[src/rtl/muldiv_unit.sv]
// muldiv_unit -- iterative multiply/divide unit owning the Hi/Lo result
// registers and the divide-by-zero status bit.
//
// One operation at a time: accepted in IDLE, DATA_W iterations in CALC,
// then FIX applies the sign correction and writes Hi/Lo.
// Total latency is DATA_W+1 cycles from the accepting edge.
//
// Optional feature macro: MULDIV_SIGNED_EN
//   defined   : op 01 = signed MUL, op 11 = signed DIV (magnitude datapath
//               plus two's-complement fix-up in FIX)
//   undefined : op 01 behaves as MULU, op 11 as DIVU; no sign logic
//
// Ports
//   clk    in  clock, rising edge
//   rest   in  asynchronous active-high reset
//   start  in  request new operation (sampled in IDLE only)
//   op     in  00 MULU, 01 MUL, 10 DIVU, 11 DIV
//   src_a  in  multiplicand / dividend
//   src_b  in  multiplier / divisor
//   flush  in  synchronous abort of in-flight work (also blocks start in IDLE)
//   busy   out operation in progress
//   done   out one-cycle pulse when Hi/Lo hold a new result
//   hi     out MUL upper half / DIV remainder
//   lo     out MUL lower half / DIV quotient
//   dz     out divide-by-zero, sticky until the next accepted start
module muldiv_unit #(
    parameter  int DATA_W = 16,
    localparam int CNT_W  = $clog2(DATA_W + 1)
) (
    input  logic              clk,
    input  logic              rest,
    input  logic              start,
    input  logic [1:0]        op,
    input  logic [DATA_W-1:0] src_a,
    input  logic [DATA_W-1:0] src_b,
    input  logic              flush,
    output logic              busy,
    output logic              done,
    output logic [DATA_W-1:0] hi,
    output logic [DATA_W-1:0] lo,
    output logic              dz
);

    localparam logic [1:0] S_IDLE = 2'd0;
    localparam logic [1:0] S_CALC = 2'd1;
    localparam logic [1:0] S_FIX  = 2'd2;

    logic [1:0]          r_state;
    logic [CNT_W-1:0]    r_cnt;
    // Multiply: {partial product, multiplier}. Divide: {remainder, dividend/quotient}.
    logic [2*DATA_W-1:0] r_acc;
    // Multiplicand (multiply) or divisor (divide) magnitude.
    logic [DATA_W-1:0]   r_opb;
    logic                r_div;
    logic                r_done;
    logic                r_dz;
    logic [DATA_W-1:0]   r_hi;
    logic [DATA_W-1:0]   r_lo;

    logic [DATA_W-1:0]   w_mag_a;
    logic [DATA_W-1:0]   w_mag_b;
    logic [2*DATA_W-1:0] w_prod;
    logic [DATA_W-1:0]   w_quo;
    logic [DATA_W-1:0]   w_rem;

`ifdef MULDIV_SIGNED_EN
    logic w_sa;
    logic w_sb;
    logic r_neg_q;   // product / quotient negative
    logic r_neg_r;   // remainder negative (follows dividend)

    assign w_sa    = op[0] & src_a[DATA_W-1];
    assign w_sb    = op[0] & src_b[DATA_W-1];
    // Most-negative maps onto itself, which is the correct unsigned magnitude.
    assign w_mag_a = w_sa ? -src_a : src_a;
    assign w_mag_b = w_sb ? -src_b : src_b;
    assign w_prod  = r_neg_q ? -r_acc : r_acc;
    assign w_quo   = r_neg_q ? -r_acc[DATA_W-1:0] : r_acc[DATA_W-1:0];
    assign w_rem   = r_neg_r ? -r_acc[2*DATA_W-1:DATA_W] : r_acc[2*DATA_W-1:DATA_W];
`else
    logic w_unused_op0;

    assign w_unused_op0 = op[0];
    assign w_mag_a = src_a;
    assign w_mag_b = src_b;
    assign w_prod  = r_acc;
    assign w_quo   = r_acc[DATA_W-1:0];
    assign w_rem   = r_acc[2*DATA_W-1:DATA_W];
`endif

    // Shift-add step, LSB-first: add multiplicand when the current multiplier
    // bit is set, then shift the whole accumulator right (carry enters the top).
    logic [DATA_W:0]     w_sum;
    logic [2*DATA_W-1:0] w_mul_nxt;

    assign w_sum     = {1'b0, r_acc[2*DATA_W-1:DATA_W]} + (r_acc[0] ? {1'b0, r_opb} : '0);
    assign w_mul_nxt = {w_sum, r_acc[DATA_W-1:1]};

    // Restoring step, MSB-first: bring next dividend bit into the partial
    // remainder, subtract divisor if it fits, shift quotient bit in from the right.
    // A zero divisor always "fits", giving an all-ones quotient and rem = dividend.
    logic [DATA_W:0]     w_prem;
    logic                w_ge;
    logic [DATA_W-1:0]   w_diff;
    logic [2*DATA_W-1:0] w_div_nxt;

    assign w_prem    = {r_acc[2*DATA_W-1:DATA_W], r_acc[DATA_W-1]};
    assign w_ge      = (w_prem >= {1'b0, r_opb});
    assign w_diff    = w_prem[DATA_W-1:0] - r_opb;
    assign w_div_nxt = {(w_ge ? w_diff : w_prem[DATA_W-1:0]), r_acc[DATA_W-2:0], w_ge};

    always_ff @(posedge clk or posedge rest) begin
        if (rest) begin
            r_state <= S_IDLE;
            r_cnt   <= '0;
            r_acc   <= '0;
            r_opb   <= '0;
            r_div   <= 1'b0;
            r_done  <= 1'b0;
            r_dz    <= 1'b0;
            r_hi    <= '0;
            r_lo    <= '0;
`ifdef MULDIV_SIGNED_EN
            r_neg_q <= 1'b0;
            r_neg_r <= 1'b0;
`endif
        end else begin
            r_done <= 1'b0;
            case (r_state)
                S_IDLE: begin
                    if (start && !flush) begin
                        r_state <= S_CALC;
                        r_cnt   <= '0;
                        r_div   <= op[1];
                        r_dz    <= op[1] && (src_b == '0);
                        // Divide iterates over the dividend; multiply over the multiplier.
                        r_acc   <= {{DATA_W{1'b0}}, (op[1] ? w_mag_a : w_mag_b)};
                        r_opb   <= op[1] ? w_mag_b : w_mag_a;
`ifdef MULDIV_SIGNED_EN
                        r_neg_q <= w_sa ^ w_sb;
                        r_neg_r <= w_sa;
`endif
                    end
                end
                S_CALC: begin
                    if (flush) begin
                        r_state <= S_IDLE;
                    end else begin
                        r_acc <= r_div ? w_div_nxt : w_mul_nxt;
                        r_cnt <= r_cnt + CNT_W'(1);
                        if (r_cnt == CNT_W'(DATA_W - 1))
                            r_state <= S_FIX;
                    end
                end
                S_FIX: begin
                    r_state <= S_IDLE;
                    if (!flush) begin
                        r_hi   <= r_div ? w_rem : w_prod[2*DATA_W-1:DATA_W];
                        r_lo   <= r_div ? w_quo : w_prod[DATA_W-1:0];
                        r_done <= 1'b1;
                    end
                end
                default: r_state <= S_IDLE;
            endcase
        end
    end

    assign busy = (r_state != S_IDLE);
    assign done = r_done;
    assign hi   = r_hi;
    assign lo   = r_lo;
    assign dz   = r_dz;

endmodule

[config.mk]
export PLATFORM = sky130hd
export DESIGN_NAME = muldiv_unit
export DESIGN_NICKNAME = d
export VERILOG_FILES = /design/src/rtl/muldiv_unit.sv
export SDC_FILE = /design/constraint.sdc
export NUM_CORES = 1
export LEC_CHECK = 0
export CAP_MARGIN = 20
export CORE_MARGIN = 5
export CORE_UTILIZATION = 55
export CTS_CLUSTER_DIAMETER = 100
export DETAILED_ROUTE_END_ITERATION = 10
export PLACE_DENSITY = 0.79
export SKIP_CTS_REPAIR_TIMING = 1
export SLEW_MARGIN = 25
export SYNTH_ARGS = -nofsm -noshare
export SYNTH_HDL_FRONTEND = slang
export SYNTH_SLANG_ARGS = --single-unit
[constraint.sdc]
create_clock -name clk -period 4.35 [get_ports clk]
set_input_delay 0.6525 -clock clk [delete_from_list [all_inputs] [get_ports clk]]
set_output_delay 0.6525 -clock clk [all_outputs]
set_load 0.03 [all_outputs]
==> results.md <==
* Most common cell after layout, fill and taps aside: dfrtp_1
* Horizontal die dimension at 115 um
* Synthesis warning total at 0
* Flip-flop and latch count after synthesis at 90
* Number of distinct library cells after synthesis at 75
* Most used flip-flop cell after synthesis: dfrtp_1
* Nets in the synthesized netlist at 712
* Final cycle utilization of the critical path at 75.1%
* Proportion of register bits with asynchronous set or reset after synthesis at 100%
* Most Used Layer, Global Route: met2
* Buffer cell driving the clock tree root: clkbuf_8
* Min Clock Period, post-route at 3.26 ns
* Core box area at 0.0108 mm^2
* Maximum buffer depth of the clock tree at 2
* Global-route wire length before repair at 25800 um
* Post-synthesis cell count at 638
* Max-slew violations at 0
* Number of CTS-inserted buffers at 9
* Number of sinks on the clock net at 90
* Effective utilization at floorplan at 56.2%
* NetSw at 1650 uW
* Critical path fanouts, max at 19
* Overflow left after global routing at 0
* Residual antenna-violating net count after detailed routing at 0
* Placed wire-length estimate after detailed placement at 11800 um
* Dominant cells by area after synthesis: dfrtp_1 37%, mux2_2 8.9%, ha_1 7.0%
* Maximum ir drop on the vdd rail at 0.246 mV
* Critical Setup Path Class: reg2reg
* Number of iterations in the first detailed-routing pass at 5
* GR met1 Demand/Resource at 32.2%
* Clk slew on worst S/H paths at 0.10 ns
* Req. time, crit path at 4.57 ns
* Die Area at 0.0133 mm^2
* Clock latency on the worst-skew pair at 0.36 ns
* Final Total Pwr at 3730 uW
* Switching power share of the total at 44.3%
* Number of DRC violations after detailed-routing iteration 0 at 326
* Boundary Pins at 73
* Final Util at 65.7%
* Vias at 5198
* Number of enable flip-flop cells after synthesis at 0
* Portion of the post-synthesis area used by sequential elements at 36.9%
* Maxcap violations at 0
* Cell taking the most area after synthesis: dfrtp_1
* Maximum clock frequency at 306 MHz
* Routed wire length at 15700 um
* Floorplan die height at 115 um
* Total routing resource utilization after global routing at 24.5%
* Relative contribution of the clock network to total power at 15.7%
* Power density over cell area at 524 mW/mm^2
* Total number of placement rows at 38
* Met3 Use GR at 3.26%
* Worst EP arrival at 3.49 ns
* Kind of capture point of the worst setup path: flop
* Number of buffer cells added on primary ports at 71
* Fraction of power consumed by sequential logic at 32.1%
* Internal power summed over all cells at 2080 uW
* Fraction of layout cells with a size suffix above 1 at 12.9%
* Portion of synthesized cell area occupied by the leading cell type at 36.9%
* Antenna violations before repair at 0
* Final antenna diode count at 0
* # nets final at 774
* Critical path launch point type: flop
* Relative slew margins at 46.7%
* Outcome: complete, no violations
* Worst Tran Pin Value at 0.796 ns
* Count of endpoints failing setup in the final report at 0
* Vias per cell at 6.16
* Post-synthesis instance area at 0.00610 mm^2
* Synthesized area per cell at 9.55 um^2
* Wirelength per Cell at 18.7 um
* Final weighted congestion in routability-driven placement at 0.917
* Depth of the CTS H-tree at 3
* Leakage power of the design at 0.00331 uW
* Relative area change from synthesis to final layout at 16.8%
* Proportion of power drawn by combinational gates at 52.2%
* RSZ-0062 raised after global routing: no
* Total negative slack at 0 ns
* Smallest hold slack at 0.507 ns
* Residual DRC at 0
* GRT met2 Usage at 40.9%
* Clock tree from TritonCTS: yes
* Vias in the first global route at 5153
* Largest net degree at the start of global routing at 46
* Final Hold Fails at 0
* Worst clock skew on the final layout at 0.0126 ns
* Most frequent cells in the layout: 90 x dfrtp_1, 77 x nand2_1, 71 x clkdlybuf4s50_1, 64 x o21ai_0, 48 x mux2_2
* Tightest Hold Check Type: reg2reg
## per-layer routing
| layer | wire length, um | vias to the layer above |
|---|---|---|
| met5 | 0 | - |
| met4 | 340 | 0 |
| met3 | 1180 | 22 |
| met2 | 7580 | 230 |
| met1 | 6640 | 2499 |
| li1 | - | 2447 |
## layout make-up
cell class | count | area [um^2]
timing repair buffer | 81 | 786
clock inverter | 5 | 62.6
multi-input combinational | 490 | 3610
fill | 875 | 3720
clock buffer | 10 | 128
sequential | 90 | 2250
tap | 140 | 175
inverter | 28 | 106
## cell usage after synthesis (4+ instances only)
cell type	count
nor3b_1	4
nor4_1	7
buf_2	4
o211ai_1	5
xor2_1	7
o21ai_0	64
nand3_1	8
nor2b_1	5
and3_1	11
nor3_1	7
nor2_1	18
dfrtp_1	90
o21ai_1	8
mux2_2	48
a22oi_1	7
inv_1	28
mux2i_1	36
a21oi_1	24
clkbuf_1	20
ha_1	34
and2_1	19
o21a_1	5
xnor2_1	12
or3_1	4
nand2_1	77
a21o_1	11
## cells by family after synthesis
group / after synthesis / share of synthesized area (%)
AO/OA/AOI/OAI: 165 / 17.8
XOR/XNOR: 19 / 2.73
adder cells (fa/ha/maj): 36 / 7.64
buffers and inverters: 58 / 3.96
flip-flops: 90 / 36.9
multiplexers: 85 / 15.0
AND/OR/NAND/NOR: 185 / 15.9
## worst max-delay path, cell delays in order, from the launching register on
cell	delay, ns
dfrtp_1	0.70
and2_1	0.21
ha_1	0.18
inv_1	0.07
fa_1	0.40
nor2b_1	0.20
o2111ai_1	0.16
a21boi_1	0.34
o31a_1	0.26
nor4b_1	0.07
o41ai_1	0.39
a22oi_1	0.15
## power groups by stage
stage               Combinational [uW]  Sequential, uW  Clock, uW
global placement                  1840            1200          0
global route                      2150            1220        628
finish                            1950            1200        586
detailed placement                1910            1210          0
floorplan                         1560            1110          0
CTS                               1920            1190        594
## flip-flops by register name (all words and copies together), names as in the netlist, 2 cells and up
name / count
lo: 16
r_acc: 32
hi: 16
r_state: 2
r_opb: 16
r_cnt: 5
## worst paths after layout
path                            cells past startpoint      from         to  slack, ns
worst max-delay path                               11  r_acc[0]  r_acc[27]       1.09
worst min-delay path                                2  r_cnt[4]   r_cnt[4]       0.51
worst max register to register                     11  r_acc[0]  r_acc[27]       1.09
worst min register to register                      2  r_cnt[4]   r_cnt[4]       0.51
max in group asynchronous                           3      rest     hi[11]       2.83
min in group asynchronous                           2      rest   r_cnt[1]       0.64
## stage by stage
stage                     setup WS, ns  std cells  area, um^2
after floorplan                   1.36        638        6100
after detailed placement          1.19        829        6930
after global placement            1.27        829        6930
after global routing             0.839        844        7120
after CTS                         1.14        844        7120
final                             1.09        844        7120
Power figures use the tool's default switching activity.
